File: config.mk
export PLATFORM = sky130hd
export DESIGN_NAME = stride_decoder_flat
export DESIGN_NICKNAME = d
export VERILOG_FILES = /design/src/rtl/stride_decoder_if.sv /design/src/rtl/stride_decoder.sv /design/src/flat_wrapper.sv
export SDC_FILE = /design/constraint.sdc
export NUM_CORES = 2
export LEC_CHECK = 0
export CAP_MARGIN = 20
export CORE_ASPECT_RATIO = 0.8
export CORE_MARGIN = 4
export CORE_UTILIZATION = 50
export CTS_CLUSTER_DIAMETER = 150
export DETAILED_ROUTE_END_ITERATION = 6
export PLACE_DENSITY = 0.68
export SLEW_MARGIN = 20
export SYNTH_ARGS = -nofsm -noshare
export SYNTH_HDL_FRONTEND = slang
export SYNTH_SLANG_ARGS = --single-unit
export TNS_END_PERCENT = 30
File: constraint.sdc
create_clock -name clk -period 33.7 [get_ports clk]
set_input_delay 5.055 -clock clk [delete_from_list [all_inputs] [get_ports clk]]
set_output_delay 5.055 -clock clk [all_outputs]
set_load 0.05 [all_outputs]
File: src/rtl/stride_decoder_if.sv
// Instruction and op-stream bundle between an instruction issuer (master)
// and the stride decoder (slave). Widths match the decoder parameters.

`ifndef FRAM_ADDR_WIDTH
`define FRAM_ADDR_WIDTH 16
`endif
`ifndef KRAM_ADDR_WIDTH
`define KRAM_ADDR_WIDTH 16
`endif

interface stride_decoder_if #(
  parameter int FAW = `FRAM_ADDR_WIDTH,
  parameter int KAW = `KRAM_ADDR_WIDTH,
  parameter int DW  = 32
);
  // Instruction fields
  logic [FAW-1:0] stride_feature_baseaddr;
  logic [KAW-1:0] stride_kernel_baseaddr;
  logic [DW-1:0]  stride_feature_chin;
  logic [DW-1:0]  stride_feature_chout;
  logic [DW-1:0]  stride_feature_width;
  logic [DW-1:0]  stride_feature_height;
  logic [7:0]     stride_kernel_sizeh;
  logic [7:0]     stride_kernel_sizew;
  logic           stride_has_bias;
  logic           stride_has_relu;
  logic [FAW-1:0] stride_wb_baseaddr;
  logic [DW-1:0]  stride_wb_ch_offset;
  logic           inst_valid;
  logic           decoder_ready;

  // Op stream
  logic           op_valid;
  logic           op_ready;
  logic [FAW-1:0] op_fram_addr;
  logic [KAW-1:0] op_kram_addr;
  logic           op_kind;
  logic           op_first;
  logic           op_last;
  logic           op_relu;
  logic [FAW-1:0] op_wb_addr;

  modport master (
    output stride_feature_baseaddr, stride_kernel_baseaddr,
           stride_feature_chin, stride_feature_chout,
           stride_feature_width, stride_feature_height,
           stride_kernel_sizeh, stride_kernel_sizew,
           stride_has_bias, stride_has_relu,
           stride_wb_baseaddr, stride_wb_ch_offset,
           inst_valid, op_ready,
    input  decoder_ready, op_valid, op_fram_addr, op_kram_addr,
           op_kind, op_first, op_last, op_relu, op_wb_addr
  );

  modport slave (
    input  stride_feature_baseaddr, stride_kernel_baseaddr,
           stride_feature_chin, stride_feature_chout,
           stride_feature_width, stride_feature_height,
           stride_kernel_sizeh, stride_kernel_sizew,
           stride_has_bias, stride_has_relu,
           stride_wb_baseaddr, stride_wb_ch_offset,
           inst_valid, op_ready,
    output decoder_ready, op_valid, op_fram_addr, op_kram_addr,
           op_kind, op_first, op_last, op_relu, op_wb_addr
  );
endinterface

File: src/rtl/stride_decoder.sv
// Stride decoder: expands one convolution instruction into a stream of
// MAC/BIAS ops, one per output channel x input channel x kernel tap,
// with feature, kernel and writeback addresses for each op.

`ifndef FRAM_ADDR_WIDTH
`define FRAM_ADDR_WIDTH 16
`endif
`ifndef KRAM_ADDR_WIDTH
`define KRAM_ADDR_WIDTH 16
`endif

module stride_decoder #(
  parameter int FAW = `FRAM_ADDR_WIDTH,
  parameter int KAW = `KRAM_ADDR_WIDTH,
  parameter int DW  = 32
) (
  input  logic             clk,
  input  logic             rst_n,
  stride_decoder_if.slave  bus
);

  typedef enum logic [1:0] {IDLE, SETUP, ISSUE} state_t;

  state_t         r_state;

  // Latched instruction
  logic [FAW-1:0] r_fbase;
  logic [KAW-1:0] r_kbase;
  logic [DW-1:0]  r_chin, r_chout, r_width, r_height, r_wb_ch_offset;
  logic [7:0]     r_sizeh, r_sizew;
  logic           r_has_bias, r_has_relu;
  logic [FAW-1:0] r_wb_base;

  // Loop counters describing the op currently presented
  logic [DW-1:0]  r_co, r_ci;
  logic [7:0]     r_kh, r_kw;
  logic           r_bias_phase;

  // Registered op outputs
  logic [FAW-1:0] r_op_fram, r_op_wb;
  logic [KAW-1:0] r_op_kram;
  logic           r_op_kind, r_op_first, r_op_last, r_op_relu;

  // Derived sizes; latched fields are stable for the whole instruction
  logic [DW-1:0]  w_flat, w_ksz, w_kvol;
  logic           w_zero;
  assign w_flat = r_width * r_height;
  assign w_ksz  = DW'(r_sizeh) * DW'(r_sizew);
  assign w_kvol = r_chin * w_ksz;
  assign w_zero = (r_chin == '0) || (r_chout == '0) ||
                  (r_sizeh == '0) || (r_sizew == '0);

  // Candidate counters for the next op to present
  logic [DW-1:0]  w_c_co, w_c_ci;
  logic [7:0]     w_c_kh, w_c_kw;
  logic           w_c_bias, w_done;

  // Next-op counter sequencing: first op in SETUP, otherwise kw->kh->ci->co
  always_comb begin
    // NOTE: every always_comb output gets a default first so no path leaves
    // it unassigned, which would infer a latch.
    w_c_bias = 1'b0;
    w_c_co   = r_co;
    w_c_ci   = r_ci;
    w_c_kh   = r_kh;
    w_c_kw   = r_kw;
    w_done   = 1'b0;
    if (r_state == SETUP) begin
      w_c_bias = r_has_bias;
      w_c_co   = '0;
      w_c_ci   = '0;
      w_c_kh   = '0;
      w_c_kw   = '0;
    end else if (r_bias_phase) begin
      w_c_ci = '0;
      w_c_kh = '0;
      w_c_kw = '0;
    end else if (r_kw != r_sizew - 8'd1) begin
      w_c_kw = r_kw + 8'd1;
    end else if (r_kh != r_sizeh - 8'd1) begin
      w_c_kw = '0;
      w_c_kh = r_kh + 8'd1;
    end else if (r_ci != r_chin - DW'(1)) begin
      w_c_kw = '0;
      w_c_kh = '0;
      w_c_ci = r_ci + DW'(1);
    end else begin
      w_c_kw = '0;
      w_c_kh = '0;
      w_c_ci = '0;
      if (r_co == r_chout - DW'(1)) begin
        w_done = 1'b1;
      end else begin
        w_c_co   = r_co + DW'(1);
        w_c_bias = r_has_bias;
      end
    end
  end

  // Address arithmetic for the candidate op (DW-bit products, wrapped sums)
  logic [DW-1:0]  w_mac_foff, w_mac_koff, w_bias_koff, w_wb_off;
  logic [FAW-1:0] w_f_fram, w_f_wb;
  logic [KAW-1:0] w_f_kram;
  logic           w_f_first, w_f_last;
  assign w_mac_foff  = w_c_ci * w_flat + DW'(w_c_kh) * r_width + DW'(w_c_kw);
  assign w_mac_koff  = w_c_co * w_kvol + w_c_ci * w_ksz +
                       DW'(w_c_kh) * DW'(r_sizew) + DW'(w_c_kw);
  assign w_bias_koff = r_chout * w_kvol + w_c_co;
  assign w_wb_off    = w_c_co * r_wb_ch_offset;
  assign w_f_fram    = w_c_bias ? r_fbase : r_fbase + FAW'(w_mac_foff);
  assign w_f_kram    = r_kbase + KAW'(w_c_bias ? w_bias_koff : w_mac_koff);
  assign w_f_wb      = r_wb_base + FAW'(w_wb_off);
  assign w_f_first   = w_c_bias || (!r_has_bias && w_c_ci == '0 &&
                                    w_c_kh == '0 && w_c_kw == '0);
  assign w_f_last    = !w_c_bias && (w_c_ci == r_chin - DW'(1)) &&
                       (w_c_kh == r_sizeh - 8'd1) && (w_c_kw == r_sizew - 8'd1);

  logic w_accept, w_load;
  assign w_accept = (r_state == ISSUE) && bus.op_ready;
  assign w_load   = ((r_state == SETUP) && !w_zero) || (w_accept && !w_done);

  // Control FSM: accept instruction, one setup cycle, issue until last op taken
  always_ff @(posedge clk or negedge rst_n) begin
    if (!rst_n) begin
      // NOTE: sequential state uses non-blocking assignments so every
      // register samples pre-edge values regardless of statement order.
      r_state <= IDLE;
    end else begin
      case (r_state)
        IDLE:    if (bus.inst_valid) r_state <= SETUP;
        SETUP:   r_state <= w_zero ? IDLE : ISSUE;
        ISSUE:   if (w_accept && w_done) r_state <= IDLE;
        default: r_state <= IDLE;
      endcase
    end
  end

  // Instruction latch, only while idle so fields never change mid-instruction
  always_ff @(posedge clk or negedge rst_n) begin
    if (!rst_n) begin
      r_fbase        <= '0;
      r_kbase        <= '0;
      r_chin         <= '0;
      r_chout        <= '0;
      r_width        <= '0;
      r_height       <= '0;
      r_sizeh        <= '0;
      r_sizew        <= '0;
      r_has_bias     <= 1'b0;
      r_has_relu     <= 1'b0;
      r_wb_base      <= '0;
      r_wb_ch_offset <= '0;
    end else if (r_state == IDLE && bus.inst_valid) begin
      r_fbase        <= bus.stride_feature_baseaddr;
      r_kbase        <= bus.stride_kernel_baseaddr;
      r_chin         <= bus.stride_feature_chin;
      r_chout        <= bus.stride_feature_chout;
      r_width        <= bus.stride_feature_width;
      r_height       <= bus.stride_feature_height;
      r_sizeh        <= bus.stride_kernel_sizeh;
      r_sizew        <= bus.stride_kernel_sizew;
      r_has_bias     <= bus.stride_has_bias;
      r_has_relu     <= bus.stride_has_relu;
      r_wb_base      <= bus.stride_wb_baseaddr;
      r_wb_ch_offset <= bus.stride_wb_ch_offset;
    end
  end

  // Counters and op outputs advance together; they hold while stalled
  always_ff @(posedge clk or negedge rst_n) begin
    if (!rst_n) begin
      r_co         <= '0;
      r_ci         <= '0;
      r_kh         <= '0;
      r_kw         <= '0;
      r_bias_phase <= 1'b0;
      r_op_fram    <= '0;
      r_op_kram    <= '0;
      r_op_wb      <= '0;
      r_op_kind    <= 1'b0;
      r_op_first   <= 1'b0;
      r_op_last    <= 1'b0;
      r_op_relu    <= 1'b0;
    end else if (w_load) begin
      r_co         <= w_c_co;
      r_ci         <= w_c_ci;
      r_kh         <= w_c_kh;
      r_kw         <= w_c_kw;
      r_bias_phase <= w_c_bias;
      r_op_fram    <= w_f_fram;
      r_op_kram    <= w_f_kram;
      r_op_wb      <= w_f_wb;
      r_op_kind    <= w_c_bias;
      r_op_first   <= w_f_first;
      r_op_last    <= w_f_last;
      r_op_relu    <= r_has_relu;
    end
  end

  assign bus.decoder_ready = (r_state == IDLE);
  assign bus.op_valid      = (r_state == ISSUE);
  assign bus.op_fram_addr  = r_op_fram;
  assign bus.op_kram_addr  = r_op_kram;
  assign bus.op_kind       = r_op_kind;
  assign bus.op_first      = r_op_first;
  assign bus.op_last       = r_op_last;
  assign bus.op_relu       = r_op_relu;
  assign bus.op_wb_addr    = r_op_wb;

endmodule

File: src/flat_wrapper.sv
// flat-port wrapper written by rule: the top's interface ports become plain ports
module stride_decoder_flat 
#(
  parameter int FAW = `FRAM_ADDR_WIDTH,
  parameter int KAW = `KRAM_ADDR_WIDTH,
  parameter int DW  = 32
)
  (clk, rst_n, bus_stride_feature_baseaddr, bus_stride_kernel_baseaddr, bus_stride_feature_chin, bus_stride_feature_chout, bus_stride_feature_width, bus_stride_feature_height, bus_stride_kernel_sizeh, bus_stride_kernel_sizew, bus_stride_has_bias, bus_stride_has_relu, bus_stride_wb_baseaddr, bus_stride_wb_ch_offset, bus_inst_valid, bus_op_ready, bus_decoder_ready, bus_op_valid, bus_op_fram_addr, bus_op_kram_addr, bus_op_kind, bus_op_first, bus_op_last, bus_op_relu, bus_op_wb_addr);
  stride_decoder_if #(.FAW(FAW), .KAW(KAW), .DW(DW)) bus_i ();
  input  logic clk;
  input  logic rst_n;
  input wire logic [$bits(bus_i.stride_feature_baseaddr)-1:0] bus_stride_feature_baseaddr;
  input wire logic [$bits(bus_i.stride_kernel_baseaddr)-1:0] bus_stride_kernel_baseaddr;
  input wire logic [$bits(bus_i.stride_feature_chin)-1:0] bus_stride_feature_chin;
  input wire logic [$bits(bus_i.stride_feature_chout)-1:0] bus_stride_feature_chout;
  input wire logic [$bits(bus_i.stride_feature_width)-1:0] bus_stride_feature_width;
  input wire logic [$bits(bus_i.stride_feature_height)-1:0] bus_stride_feature_height;
  input wire logic [$bits(bus_i.stride_kernel_sizeh)-1:0] bus_stride_kernel_sizeh;
  input wire logic [$bits(bus_i.stride_kernel_sizew)-1:0] bus_stride_kernel_sizew;
  input wire logic [$bits(bus_i.stride_has_bias)-1:0] bus_stride_has_bias;
  input wire logic [$bits(bus_i.stride_has_relu)-1:0] bus_stride_has_relu;
  input wire logic [$bits(bus_i.stride_wb_baseaddr)-1:0] bus_stride_wb_baseaddr;
  input wire logic [$bits(bus_i.stride_wb_ch_offset)-1:0] bus_stride_wb_ch_offset;
  input wire logic [$bits(bus_i.inst_valid)-1:0] bus_inst_valid;
  input wire logic [$bits(bus_i.op_ready)-1:0] bus_op_ready;
  output wire logic [$bits(bus_i.decoder_ready)-1:0] bus_decoder_ready;
  output wire logic [$bits(bus_i.op_valid)-1:0] bus_op_valid;
  output wire logic [$bits(bus_i.op_fram_addr)-1:0] bus_op_fram_addr;
  output wire logic [$bits(bus_i.op_kram_addr)-1:0] bus_op_kram_addr;
  output wire logic [$bits(bus_i.op_kind)-1:0] bus_op_kind;
  output wire logic [$bits(bus_i.op_first)-1:0] bus_op_first;
  output wire logic [$bits(bus_i.op_last)-1:0] bus_op_last;
  output wire logic [$bits(bus_i.op_relu)-1:0] bus_op_relu;
  output wire logic [$bits(bus_i.op_wb_addr)-1:0] bus_op_wb_addr;
  assign bus_i.stride_feature_baseaddr = bus_stride_feature_baseaddr;
  assign bus_i.stride_kernel_baseaddr = bus_stride_kernel_baseaddr;
  assign bus_i.stride_feature_chin = bus_stride_feature_chin;
  assign bus_i.stride_feature_chout = bus_stride_feature_chout;
  assign bus_i.stride_feature_width = bus_stride_feature_width;
  assign bus_i.stride_feature_height = bus_stride_feature_height;
  assign bus_i.stride_kernel_sizeh = bus_stride_kernel_sizeh;
  assign bus_i.stride_kernel_sizew = bus_stride_kernel_sizew;
  assign bus_i.stride_has_bias = bus_stride_has_bias;
  assign bus_i.stride_has_relu = bus_stride_has_relu;
  assign bus_i.stride_wb_baseaddr = bus_stride_wb_baseaddr;
  assign bus_i.stride_wb_ch_offset = bus_stride_wb_ch_offset;
  assign bus_i.inst_valid = bus_inst_valid;
  assign bus_i.op_ready = bus_op_ready;
  assign bus_decoder_ready = bus_i.decoder_ready;
  assign bus_op_valid = bus_i.op_valid;
  assign bus_op_fram_addr = bus_i.op_fram_addr;
  assign bus_op_kram_addr = bus_i.op_kram_addr;
  assign bus_op_kind = bus_i.op_kind;
  assign bus_op_first = bus_i.op_first;
  assign bus_op_last = bus_i.op_last;
  assign bus_op_relu = bus_i.op_relu;
  assign bus_op_wb_addr = bus_i.op_wb_addr;
  stride_decoder #(.FAW(FAW), .KAW(KAW), .DW(DW)) u_core (.clk(clk), .rst_n(rst_n), .bus(bus_i));
endmodule
## Word-level counts from Yosys, hierarchy flattened

Index checks and enable logic that the tools add are counted.

| operators by class | value |
|---|---|
| mux-type cells | 36 |
| equality and inequality tests | 11 |
| add/sub/neg operators | 17 |
| $mul | 10 |
| reductions and logical operators | 29 |

Operator list:

| operator | number |
|---|---|
| $mux W32 | 11 |
| $mul A32 B32 Y16 | 4 |
| $add A16 B16 Y16 | 7 |
| $logic_not A32 Y1 | 3 |
| $add A32 B1 Y32 const B | 2 |
| $eq A32 B32 Y1 | 2 |
| $sub A32 B1 Y32 const B | 2 |
| $mux W8 | 7 |
| $add A16 B8 Y16 | 2 |
| $logic_not A8 Y1 | 4 |
| $mul A32 B16 Y16 | 1 |
| $mul A32 B16 Y32 | 1 |
| $mul A32 B32 Y32 | 1 |
| $mul A8 B32 Y16 | 1 |
| $mul A8 B8 Y16 | 2 |
| $mux W16 | 2 |
| $ne A32 B32 Y1 | 1 |
| $add A8 B1 Y8 const B | 2 |
| $eq A8 B8 Y1 | 2 |
| $ne A8 B8 Y1 | 2 |
| $sub A8 B1 Y8 const B | 2 |
| $mux W1 | 12 |
| $logic_and A1 B1 Y1 | 11 |
| $mux W2 | 3 |
| other kinds (9) | 16 |

| storage, ports and cells | value |
|---|---|
| bits of input ports | 230 |
| word-level logic and storage cells | 127 |
| flip-flop bits (word level) | 360 |
| output and inout bits | 54 |

## Depth between registers and ports, before layout

| depth | value |
|---|---|
| word-level depth | 14 |
| gate-level depth with buffers | 65 |
| depth with buffers taken out | 61 |

## Least setup slack after synthesis

No wires, ideal clock.

| path | value |
|---|---|
| path type | register to register |
| start | register u_core.r_sizew[3] |
| end | register u_core.r_op_kram[15] (netlist: u_core.bus.op_kram_addr[15]) |
| data arrival time | 14.367 ns |
| path slack | 19.242 ns |
| setup time | 0.092 ns |
| data required time | 33.608 ns |
| cell stages (with the launch flop) | 61 |
| cells stage by stage | dfrtp_1 -> clkbuf_1 -> clkbuf_1 -> nand2_1 -> fa_1 -> fa_1 -> inv_1 -> fa_1 -> inv_1 -> fa_1 -> inv_1 -> ha_1 -> o21a_1 -> o31a_1 -> o21ai_0 -> nor2b_1 -> xnor2_1 -> clkbuf_1 -> [... 25 more ...] -> inv_1 -> fa_1 -> inv_1 -> fa_1 -> inv_1 -> ha_1 -> o41ai_1 -> xnor2_1 -> nor2_1 -> a21oi_1 -> ha_1 -> nand3_1 -> o2111ai_1 -> a21oi_1 -> xnor2_1 -> xnor3_1 -> xnor3_1 -> o31ai_2 |

| between the ends | value |
|---|---|
| word-level cells in the longest chain between the ends | 11 |

Ends and longest elaborated chain:

| element | RTL line | RTL |
|---|---|---|
| start: declaration | stride_decoder.sv:30 | `logic [7:0] r_sizeh, r_sizew;` |
| start signal: assignment | stride_decoder.sv:161 | `r_sizew <= bus.stride_kernel_sizew;` |
| branches (longest 11 deep; another with $mul A32 B16 Y32) | n/a |  |
| end signal: assignment | stride_decoder.sv:191 | `r_op_kram <= w_f_kram;` |
| end: declaration | stride_decoder.sv:41 | `logic [KAW-1:0] r_op_kram;` |

Several ways; the timed one is not identified.
A chain may end at the register's enable or synchronous reset.

## Worst setup path in the final report

| path | value |
|---|---|
| start | register u_core.r_sizew[1] |
| end | register u_core.r_op_kram[15] (netlist: u_core.bus.op_kram_addr[15]) |

The elaborated chain is that of the path after synthesis.

==> flow_summary.yaml <==
place:
  place_congestion: 0.988
  dpl_worst_slack_ns: 17.85
  place_area_um2: 60200
  hpwl_um: 137000
  portBuffers: 235
  dp_cells: 7936
timing:
  setup_slack_ns: 17.60
  hold_violations: 0
  max_freq_mhz: 62.1
  rsz0062_at_grt: "false"
  max-slew-margin-rel: 0.233
  fin_crit_sh: 0.478
  tightest_slew_ns: 1.14
  clock_skew_ns: 0.0339
  fin_crit_ns: 16.10
  drv_slew: 0
  setup_violations: 0
  timing.setup.tns_ns: 0
synth:
  avgSynthCellArea_um2: 8.75
  synth_edf_count: 0
  synth_top_area_cell: "fa_1"
  synth_cell_types: 96
  ys_seq_area_frac: 0.139
  syn-num-nets: 7962
  synthFlopType: "dfrtp_1"
  yosysTopAreaCellShare: 0.291
  async_flop_share: 1.00
  syn-cell-area_um2: 56300
  ys_ff_latch: 312
  ys_warn_count: 0
  syn-instance-count: 6429
  yosys-top-cells-area: "fa_1 (29%), dfrtp_1 (14%), ha_1 (11%)"
layout:
  final_cells: 8013
  fin_util: 0.554
  drive_above_1_share: 0.0644
  nets: 8014
  stdcell_area_um2: 61600
  layout_commonest_cell: "inv_1"
  final_cell_mix: "inv_1 (1,124), nand2_1 (912), fa_1 (819), ha_1 (484), and2_1 (339)"
  area_growth_pct: 9.50
critical_path:
  critPathLaunchType: "register"
  criticalPathCategory: "register to register"
  crit_path_end_kind: "register"
  slowest_delay_ns: 0.69
  r2r_slack_ns: 17.60
  cp_top_family: "adder cells"
  reg2regPathDepth: 56
  cp.arrival_ns: 16.64
  crit_path_start: "u_core.r_sizew[1]"
  path_buf_inv: 13
  crit-reg2reg-launch: "u_core.r_sizew[1]"
  required_ns: 34.24
  worstPathMaxFanout: 14
  cp_slowest_cell: "dfrtp_1"
  reg2reg_to: "u_core.bus.op_kram_addr[15]"
  worst_path_most_repeated_cell: "fa_1"
power_and_ir_drop:
  power_density_nw_per_um2: 37.7
  vdd_drop_max_mv: 0.0521
  cellLeakagePower_nw: 30.0
min_path:
  hold_end: "u_core.bus.op_relu"
  worstHoldPathCells: 2
  min_path_type: "register to register"
  hold_start: "u_core.bus.op_relu"
grt:
  track_usage: 0.300
  grt_pass1_wl_um: 274000
  grt_start_max_net_pins: 77
  grt_pass1_vias: 46900
  grt-ovfl-total: 0
  antenna_found_initial: 14
drt:
  postRouteAntennaNets: 0
  first_iter_violations: 4141
  wl_met1_um: 71700
  routed_wirelength_um: 175000
  via_count: 45200
  viasPerCell: 5.64
  drc: 0
  wl_per_cell_um: 21.8
  wl_met3_um: 17900
  drt_pass1_iterations: 6
  wl_met2_um: 76700
  top_layer: "met5"
clock_tree:
  cts.sinks: 312
  cts_tree: "yes"
  hold_buffers: 0
  cts_buffer_depth: 3
  worst_skew_pair.late_latency_ns: 0.63
  post_cts_buffers: 0
  path_clk_slew_ns: 0.07
  clock_tree.htree_level_count: 2
  post_cts_resized: 0
  cts_made_buffers: 41
  cts_root_buf: "clkbuf_16"
floorplanning:
  fp.dieW_um: 383
  core_um2: 111000
  chipHeight_um: 308
  start_util: 0.506
  die_area_um2: 118000
  ios: 284
  num_rows: 109
flow_run:
  drv_cap: 0
outcome:
  status: "completed"
[cell usage after synthesis, types with 8 or more instances]
master / instances
nor2b_1: 32
or4_1: 21
a21oi_1: 144
nor2_1: 329
nand3_1: 59
a21o_1: 11
nand4b_1: 8
or3_1: 30
nand2b_1: 66
and3_1: 79
or2_2: 9
a31oi_1: 24
xnor3_1: 32
buf_1: 21
nand2_1: 912
nor4_1: 38
nor3b_1: 19
nand3b_1: 9
nand4_1: 40
inv_1: 1124
buf_2: 10
o21ai_0: 190
mux2_2: 152
o211ai_1: 16
o31ai_1: 23
o21bai_1: 30
ha_1: 484
xnor2_1: 321
a211oi_1: 12
a21boi_0: 9
and2_1: 340
o2111ai_1: 9
nor3_1: 84
fa_1: 819
dfrtp_1: 312
clkbuf_1: 304
xor2_1: 118
o21a_1: 19
[worst min-delay path, delay by kind of cell (launching register included)]
family,cells,cell delay (ns)
flops,1,0.34
simple gates,2,0.10
[where the power goes]
group | switching [W] | internal (W)
logic | 0.000849 | 0.000555
registers | 0.0000354 | 0.000411
clock network | 0.000202 | 0.000269
[cell families after synthesis]
| group | count (synthesis) | synth area share |
|---|---|---|
| buf+inv | 1473 | 0.0994 |
| mux | 158 | 0.0315 |
| simple gates | 2127 | 0.184 |
| flops | 312 | 0.139 |
| xor+xnor | 475 | 0.0827 |
| fa+ha+maj | 1303 | 0.399 |
| compound gates | 581 | 0.0650 |
[how the worst max path moves through the flow]
stage | slack [ns] | endpoint | cells after the start
floorplan | 19.24 | u_core.bus.op_kram_addr[15] | 60
global placement | 17.98 | u_core.bus.op_kram_addr[15] | 57
detailed placement | 17.85 | u_core.bus.op_kram_addr[15] | 57
CTS | 17.77 | u_core.bus.op_kram_addr[15] | 56
global route | 16.93 | u_core.bus.op_kram_addr[15] | 56
finish | 17.60 | u_core.bus.op_kram_addr[15] | 56
[final cells by class]
class                   instances  area, um2
diodes                          5       12.5
clock buffers                  58       1180
fillers                     10100      49500
flip-flops and latches        312       7810
well taps                    1498       1870
clock inverters                14        198
repair buffers                352       3230
multi-input cells            4644      43100
inverters                    1130       4240
[state kept, by name, summed over array words and instances (netlist names), 16 cells and up]
name,cells
u_core.bus.op_kram_addr,16
u_core.r_ci,32
u_core.bus.op_wb_addr,16
u_core.r_chout,32
u_core.r_kbase,16
u_core.r_co,32
u_core.r_chin,32
u_core.r_wb_ch_offset,16
u_core.r_fbase,16
u_core.r_wb_base,16
u_core.r_width,16
u_core.bus.op_fram_addr,16
u_core.r_height,16
[metrics by stage]
step / hold slack [ns] / power, W
after detailed placement: 0.459 / 0.00184
after global routing: 0.497 / 0.00251
after CTS: 0.472 / 0.00234
after floorplan: 0.442 / 0.00140
after global placement: 0.455 / 0.00182
final: 0.471 / 0.00232
[metal layers]
metal	vias up	track usage
met4	10	0.124
met5	-	0
li1	20200	-
met2	2161	0.463
met3	420	0.0694
met1	22400	0.408
(Power assumes the default switching activity.)
